`src/rtl/uart_mmio_pkg.sv`:
```
// Shared definitions for the memory-mapped UART: register offsets, STATUS bit
// positions and the state encoding used by both the TX and RX sequencers.
package uart_mmio_pkg;

   localparam logic [3:0] OFF_TXDATA = 4'h0;
   localparam logic [3:0] OFF_RXDATA = 4'h4;
   localparam logic [3:0] OFF_STATUS = 4'h8;

   localparam int ST_TX_BUSY    = 0;
   localparam int ST_RX_VALID   = 1;
   localparam int ST_RX_OVERRUN = 2;
   localparam int ST_FRAME_ERR  = 3;

   typedef enum logic [1:0] {
      IDLE  = 2'd0,
      START = 2'd1,
      DATA  = 2'd2,
      STOP  = 2'd3
   } uart_state_t;

endpackage

```
`src/rtl/uart_mmio_rx.sv`:
```
// Receiver: 2-flop synchroniser, falling-edge start detect, mid-bit sampling.
// Emits the received byte with a one-cycle done pulse, or a one-cycle ferr pulse.
module uart_rx
   import uart_mmio_pkg::*;
#(
   parameter int CLKS_PER_BIT = 868
) (
   input  logic       clk,
   input  logic       reset,
   input  logic       rx,
   output logic [7:0] data,
   output logic       done,
   output logic       ferr
);

   localparam int CW = $clog2(CLKS_PER_BIT);
   localparam logic [CW-1:0] LAST      = CW'(CLKS_PER_BIT - 1);
   localparam logic [CW-1:0] HALF_LAST = CW'(CLKS_PER_BIT / 2 - 1);

   logic          sync1, sync2, prev;
   uart_state_t   state;
   logic [CW-1:0] cnt;
   logic [2:0]    idx;
   logic [7:0]    shift;

   always_ff @(posedge clk or negedge reset) begin
      if (!reset) begin
         sync1 <= 1'b1;
         sync2 <= 1'b1;
         prev  <= 1'b1;
         state <= IDLE;
         cnt   <= '0;
         idx   <= '0;
         shift <= '0;
         data  <= '0;
         done  <= 1'b0;
         ferr  <= 1'b0;
      end else begin
         sync1 <= rx;
         sync2 <= sync1;
         prev  <= sync2;
         done  <= 1'b0;
         ferr  <= 1'b0;
         case (state)
            IDLE: begin
               cnt <= '0;
               idx <= '0;
               if (prev && !sync2) state <= START;
            end
            // Leaving START at mid start-bit aligns every later full-bit wait to mid-bit.
            START: begin
               if (cnt == HALF_LAST) begin
                  cnt   <= '0;
                  state <= sync2 ? IDLE : DATA;
               end else begin
                  cnt <= cnt + 1'b1;
               end
            end
            DATA: begin
               if (cnt == LAST) begin
                  cnt   <= '0;
                  shift <= {sync2, shift[7:1]};
                  idx   <= idx + 3'd1;
                  if (idx == 3'd7) state <= STOP;
               end else begin
                  cnt <= cnt + 1'b1;
               end
            end
            STOP: begin
               if (cnt == LAST) begin
                  cnt   <= '0;
                  state <= IDLE;
                  if (sync2) begin
                     data <= shift;
                     done <= 1'b1;
                  end else begin
                     ferr <= 1'b1;
                  end
               end else begin
                  cnt <= cnt + 1'b1;
               end
            end
            default: state <= IDLE;
         endcase
      end
   end

endmodule

```
`src/rtl/uart_mmio.sv`:
```
// Polled UART on the core data port: TXDATA/RXDATA/STATUS register window and
// TX sequencer. Define UART_RX_EN to include the receiver and its status bits.
module uart_mmio
   import uart_mmio_pkg::*;
#(
   parameter int          CLKS_PER_BIT = 868,
   parameter logic [31:0] BASE_ADDR    = 32'h0000_1000
) (
   input  logic        clk,
   input  logic        reset,
   input  logic [31:0] addr,
   input  logic [31:0] wdata,
   input  logic        memwrite,
   input  logic        resultsrc,
   output logic [31:0] rdata,
   output logic        tx,
   input  logic        rx
);

   localparam int CW = $clog2(CLKS_PER_BIT);
   localparam logic [CW-1:0] LAST = CW'(CLKS_PER_BIT - 1);

   logic       hit, wr_tx, tx_busy;
   logic [3:0] off;
   logic [7:0] rx_byte;
   logic       rx_valid, rx_overrun, frame_err;
   logic       unused_bits;

   assign hit   = (addr[31:4] == BASE_ADDR[31:4]);
   assign off   = {addr[3:2], 2'b00};
   assign wr_tx = hit && memwrite && (off == OFF_TXDATA);

   uart_state_t   tx_state;
   logic [CW-1:0] tx_cnt;
   logic [2:0]    tx_idx;
   logic [7:0]    tx_shift;

   assign tx_busy = (tx_state != IDLE);

   always_ff @(posedge clk or negedge reset) begin
      if (!reset) begin
         tx_state <= IDLE;
         tx_cnt   <= '0;
         tx_idx   <= '0;
         tx_shift <= '0;
         tx       <= 1'b1;
      end else begin
         case (tx_state)
            IDLE: begin
               tx_cnt <= '0;
               tx_idx <= '0;
               tx     <= 1'b1;
               if (wr_tx) begin
                  tx_shift <= wdata[7:0];
                  tx       <= 1'b0;
                  tx_state <= START;
               end
            end
            START: begin
               if (tx_cnt == LAST) begin
                  tx_cnt   <= '0;
                  tx       <= tx_shift[0];
                  tx_state <= DATA;
               end else begin
                  tx_cnt <= tx_cnt + 1'b1;
               end
            end
            // tx_shift[0] is always the bit currently on the line.
            DATA: begin
               if (tx_cnt == LAST) begin
                  tx_cnt <= '0;
                  tx_idx <= tx_idx + 3'd1;
                  if (tx_idx == 3'd7) begin
                     tx       <= 1'b1;
                     tx_state <= STOP;
                  end else begin
                     tx       <= tx_shift[1];
                     tx_shift <= {1'b0, tx_shift[7:1]};
                  end
               end else begin
                  tx_cnt <= tx_cnt + 1'b1;
               end
            end
            STOP: begin
               if (tx_cnt == LAST) begin
                  tx_cnt   <= '0;
                  tx_state <= IDLE;
               end else begin
                  tx_cnt <= tx_cnt + 1'b1;
               end
            end
            default: tx_state <= IDLE;
         endcase
      end
   end

`ifdef UART_RX_EN
   logic       pop, wr_status, rx_done, rx_ferr;
   logic [7:0] rx_data;

   assign pop       = hit && resultsrc && (off == OFF_RXDATA);
   assign wr_status = hit && memwrite && (off == OFF_STATUS);

   uart_rx #(.CLKS_PER_BIT(CLKS_PER_BIT)) u_rx (
      .clk   (clk),
      .reset (reset),
      .rx    (rx),
      .data  (rx_data),
      .done  (rx_done),
      .ferr  (rx_ferr)
   );

   // A pop in the completion cycle frees the holder, so the new byte lands without overrun.
   always_ff @(posedge clk or negedge reset) begin
      if (!reset) begin
         rx_byte    <= '0;
         rx_valid   <= 1'b0;
         rx_overrun <= 1'b0;
         frame_err  <= 1'b0;
      end else begin
         if (rx_done && (!rx_valid || pop)) begin
            rx_byte  <= rx_data;
            rx_valid <= 1'b1;
         end else if (pop) begin
            rx_valid <= 1'b0;
         end
         if (rx_done && rx_valid && !pop)
            rx_overrun <= 1'b1;
         else if (wr_status && wdata[ST_RX_OVERRUN])
            rx_overrun <= 1'b0;
         if (rx_ferr)
            frame_err <= 1'b1;
         else if (wr_status && wdata[ST_FRAME_ERR])
            frame_err <= 1'b0;
      end
   end

   assign unused_bits = ^{addr[1:0], wdata[31:8]};
`else
   assign rx_byte     = '0;
   assign rx_valid    = 1'b0;
   assign rx_overrun  = 1'b0;
   assign frame_err   = 1'b0;
   assign unused_bits = ^{addr[1:0], wdata[31:8], resultsrc, rx};
`endif

   always_comb begin
      rdata = '0;
      if (hit) begin
         case (off)
            OFF_RXDATA: rdata = {24'b0, rx_byte};
            OFF_STATUS: begin
               rdata[ST_TX_BUSY]    = tx_busy;
               rdata[ST_RX_VALID]   = rx_valid;
               rdata[ST_RX_OVERRUN] = rx_overrun;
               rdata[ST_FRAME_ERR]  = frame_err;
            end
            default: rdata = '0;
         endcase
      end
   end

endmodule

```
`config.mk`:
```
export PLATFORM = sky130hd
export DESIGN_NAME = uart_mmio
export DESIGN_NICKNAME = d
export VERILOG_FILES = /design/src/rtl/uart_mmio_pkg.sv /design/src/rtl/uart_mmio_rx.sv /design/src/rtl/uart_mmio.sv
export SDC_FILE = /design/constraint.sdc
export NUM_CORES = 1
export LEC_CHECK = 0
export BUFFER_PORTS_ARGS = -buffer_cell sky130_fd_sc_hd__buf_2
export CAP_MARGIN = 20
export CORE_UTILIZATION = 47
export DETAILED_ROUTE_END_ITERATION = 12
export PLACE_DENSITY_LB_ADDON = 0.12
export SYNTH_ARGS = -nofsm -noshare
export SYNTH_HDL_FRONTEND = slang
export SYNTH_HIERARCHICAL = 1
export SYNTH_SLANG_ARGS = --single-unit
```
`constraint.sdc`:
```
create_clock -name clk -period 3.7 [get_ports clk]
set_input_delay 0.37 -clock clk [delete_from_list [all_inputs] [get_ports clk]]
set_output_delay 0.37 -clock clk [all_outputs]
set_load 0.005 [all_outputs]
```
After elaboration in Yosys (flattened, before gate mapping):

Cells that the tools add are included.

* register bits: 24
* output and inout port bits: 33
* word-level logic and storage cells: 53

* add/subtract/negate cells: 2
* eq/ne operators: 13
* multiplexer cells: 21
* reductions and logical operators: 12

Operator list (number)
* $eq A28 B9 Y1 const B: 1
* $mux W8: 3
* $pmux W10 S2: 1
* $pmux W8 S2: 1
* $ne A2 B2 Y1 const B: 6
* $add A10 B1 Y10 const B: 1
* $eq A10 B10 Y1 const B: 1
* $mux W10: 1
* $mux W2: 5
* $pmux W2 S4: 1
* $eq A2 B2 Y1 const B: 3
* $mux W1: 6
* $pmux W3 S2: 1
* $reduce_and A5 Y1: 1
* $logic_not A4 Y1: 1
* $reduce_and A4 Y1: 1
* $reduce_bool A2 Y1: 2
* $add A3 B1 Y3 const B: 1
* $eq A3 B3 Y1 const B: 1
* $mux W3: 1
* $pmux W1 S3: 1
* $reduce_and A3 Y1: 1
* $reduce_bool A3 Y1: 1
* $reduce_or A3 Y1: 1
* other kinds (4): 5

Longest topological paths before layout:

* depth in word-level cells: 5
* mapped depth: 9

Least setup slack after synthesis:

OpenSTA, ideal clock, no wires.

* path type: in2out
* start: in addr[20]
* end: out rdata[0]
* arrival time: 1.612 ns
* required time: 3.330 ns
* setup slack: 1.718 ns
* cell stages on the path: 3
* cells stage by stage: or4_4 -> or4_1 -> nor4b_1

* longest elaborated chain between the ends: 2

RTL lines
* start, declared: line uart_mmio.sv:11 `input logic [31:0] addr,`
* $eq A28 B9 Y1: line uart_mmio.sv:29 `assign hit = (addr[31:4] == BASE_ADDR[31:4]);`
* $mux W1: line uart_mmio.sv:149 `if (hit) begin`
* end, declared: line uart_mmio.sv:15 `output logic [31:0] rdata,`

No other way between the ends.

Worst setup path after layout:

* start: reg tx_cnt[0]
* end: reg tx_shift[3]

* longest elaborated chain between the ends: 3

RTL lines
* start, declared: line uart_mmio.sv:34 `logic [CW-1:0] tx_cnt;`
* start signal, assigned: line uart_mmio.sv:65 `tx_cnt <= tx_cnt + 1'b1;`
* start signal, assigned: line uart_mmio.sv:81 `tx_cnt <= tx_cnt + 1'b1;`
* start signal, assigned: line uart_mmio.sv:89 `tx_cnt <= tx_cnt + 1'b1;`
* $eq A10 B10 Y1: line uart_mmio.sv:70 `if (tx_cnt == LAST) begin`
* $ne A2 B2 Y1 (no source line)
* $reduce_and A4 Y1 (no source line)
* end signal, assigned: line uart_mmio.sv:54 `tx_shift <= wdata[7:0];`
* end signal, assigned: line uart_mmio.sv:78 `tx_shift <= {1'b0, tx_shift[7:1]};`
* end, declared: line uart_mmio.sv:36 `logic [7:0] tx_shift;`

No other way between the ends.
A chain may end at the register's enable or synchronous reset.

==> results.json <==
{
  "grt_setup_unrepaired": "false",
  "grt_pass1_wl_um": 4760,
  "dieArea_um2": 3860,
  "start_util_pct": 50.2,
  "postLayoutCoreUtil_pct": 55.3,
  "final_period_minus_worst_setup_slack_ns": 2.27,
  "detailroute.via_count": 1184,
  "numPortBuffers": 42,
  "synth_top_area_cell": "sky130_fd_sc_hd__dfrtp_1",
  "yosysSeqAreaShare_pct": 35.4,
  "routed_wl_um": 2940,
  "critPathKind": "register to register",
  "rr_endpoint": "tx_shift[3]",
  "tritoncts": "done",
  "worst_ir_drop_vdd_uv": 151,
  "drcViolationCount": 0,
  "routed_wire_length_per_instance_um": 11.8,
  "post_route_cells_drive_above_1_share_pct": 36.0,
  "dp_hpwl_um": 2290,
  "holdBufCountCts": 0,
  "clock_sink_count": 24,
  "detailed_place.area_um2": 1840,
  "yosys.area.top_type_share_pct": 33.8,
  "clk-insertion-delay-late_ns": 0.33,
  "postSynth.asyncResetShare_pct": 100,
  "r2r.worst_path.cells": 6,
  "pd_cells_nw_per_um2": 238,
  "worstSetupEndpointType": "register",
  "layout-area-overhead-vs-synth_pct": 10.2,
  "max_slew.worst_pin.slew_ns": 0.663,
  "violations": "negative hold slack",
  "setup_tns_ns": 0,
  "grt_max_degree": 25,
  "worst-path-max-fanout": 8,
  "layout_worst_path_cycle_share_pct": 61.3,
  "route.antenna.remaining_nets": 0,
  "antenna_cells_inserted": 0,
  "post-synth-top-count-cell": "sky130_fd_sc_hd__buf_4",
  "nets_final": 281,
  "via_count_of_the_first_global_routing_pass": 1094,
  "count_of_flip_flops_with_a_built_in_enable_after_synthesis": 0,
  "slew-limit-headroom_pct": 55.8,
  "timing.final.hold_violations": 10,
  "post_cts_buffers": 0,
  "worst-endpoint-arrival_ns": 2.49,
  "timing.critical_path.from_type": "register",
  "detailedRoute.firstPassIterationCount": 3,
  "clock_transition_time_at_the_flip_flop_clock_pins_of_the_worst_setup_and_hold_paths_ns": 0.14,
  "core_area_um2": 3390,
  "root_buffer": "sky130_fd_sc_hd__clkbuf_4",
  "setup.reg_to_reg.worst_slack_ns": 1.43,
  "core.rowCount": 21,
  "synthTopCellsByArea": "sky130_fd_sc_hd__dfrtp_1, sky130_fd_sc_hd__buf_4, sky130_fd_sc_hd__mux2_4, sky130_fd_sc_hd__mux2_2, sky130_fd_sc_hd__ha_1",
  "clockBufferDepth": 2,
  "crit-reg2reg-launch": "tx_cnt[0]",
  "boundaryPins": 102,
  "worst_hold_path_type": "primary input to asynchronous set/reset pin",
  "finalMaxSlewViolations": 0,
  "gr-usage-all-layers_pct": 15.7,
  "worst_clock_skew_ns": 0.0115,
  "setup.worst_path.start": "tx_cnt[0]",
  "synth.lib_cells_used.distinct": 37,
  "post_synth_inst_count": 161,
  "grt_antenna_before_repair": 0,
  "critPathRequiredTime_ns": 3.92,
  "maximum_clock_frequency_mhz": 441,
  "grt.overflow.total": 0,
  "drv_cap": 0,
  "postSynthRegisterBits": 24,
  "synthesis.area_per_instance_um2": 10.6,
  "final-setup-viol-count": 0,
  "synth_commonest_cells": "sky130_fd_sc_hd__buf_4, sky130_fd_sc_hd__dfrtp_1, sky130_fd_sc_hd__nor2_1",
  "post_cts_resize_count": 0,
  "design_area_um2": 1870,
  "die_height_um": 62.2,
  "die_x_um": 62.2,
  "ys.flop_type": "sky130_fd_sc_hd__dfrtp_1",
  "netlist_area_before_placement_um2": 1700,
  "number_of_buffers_created_by_cts": 3,
  "ys_warn_count": 6,
  "cts-htree-levels": 1,
  "result_of_the_run": "complete, but fails checks",
  "gp_congestion": 0.762,
  "leak_pwr_nw": 0.974,
  "route.detailed.vias_per_inst": 4.76,
  "first_iter_violations": 15,
  "final.hold.worst_slack_ns": -0.0121
}
-- state kept, by name, summed over array words and instances (netlist names) --
name      flops
tx_cnt       10
tx_shift      8
tx_idx        3
tx_state      2
tx            1
-- how the worst max path moves through the flow --
stage                  end  cells after the start
2_1_floorplan     rdata[0]                      3
3_3_place_gp   tx_shift[3]                      6
3_5_place_dp   tx_shift[4]                      6
4_1_cts        tx_shift[3]                      6
5_1_grt        tx_shift[3]                      6
6_report       tx_shift[3]                      6
-- placed cells by master, fill, tap and decap left out, drive strengths merged, types with 2 or more instances in the layout --
cell and instances:
dfrtp 23, nor4 4, or4 3, nand3 3, conb 31, ha 8, xor2 4, a31oi 2
nor4b 2, inv 7, nand2 6, mux2 17, a22o 3, buf 42, nor3b 2, nand4 4
xnor2 5, nor2b 2, nor2 16, clkbuf 4, o21ai 6
-- metrics by stage --
stage	cells	power (mW)	setup WS, ns
floorplan	191	0.302	1.72
global placement	245	0.305	1.48
detailed placement	245	0.307	1.43
CTS	249	0.451	1.40
global route	249	0.461	1.30
finish	249	0.445	1.43
-- routing by layer --
layer / GRT usage, % / vias to the layer above / share of wire [%]
met1: 17.4 / 553 / 40
met3: 3.86 / 4 / 6.5
li1: - / 579 / -
met4: 5.23 / 0 / 1.4
met5: 0 / - / 0
met2: 29.1 / 48 / 52
-- area by class of cell --
type,count,area [um2]
tap,46,57.6
inverter,7,26.3
timing repair buffer,42,210
sequential,24,602
fill,312,1520
clock buffer,4,36.3
multi-input combinational,126,941
-- cell families (layout without fill, tap and decap cells) --
kind of cell    Yosys count  after routing  share of synthesized area (%)
compound gates           15             15                           7.73
xor+xnor                  9              9                           4.64
fa+ha+maj                 8              8                           5.89
buf+inv                  41             53                           15.9
flops                    24             24                           35.4
mux                      17             17                           13.0
other cells               1             31                          0.221
simple gates             46             46                           17.2
-- critical path: stages (launching register included) --
cell                      delay [ns]
sky130_fd_sc_hd__dfrtp_1        0.39
sky130_fd_sc_hd__ha_1           0.20
sky130_fd_sc_hd__nor3b_1        0.21
sky130_fd_sc_hd__nand4_1        0.37
sky130_fd_sc_hd__nor3b_1        0.47
sky130_fd_sc_hd__o21ai_4        0.18
sky130_fd_sc_hd__mux2_4         0.34
-- power breakdown --
part | total, mW | internal (mW) | switching [mW]
registers | 0.262 | 0.262 | 0
logic | 0.0394 | 0.0176 | 0.0218
clock network | 0.144 | 0.0603 | 0.0833
total | 0.445 | 0.340 | 0.105
No activity file was read; power rests on OpenSTA's default activity.
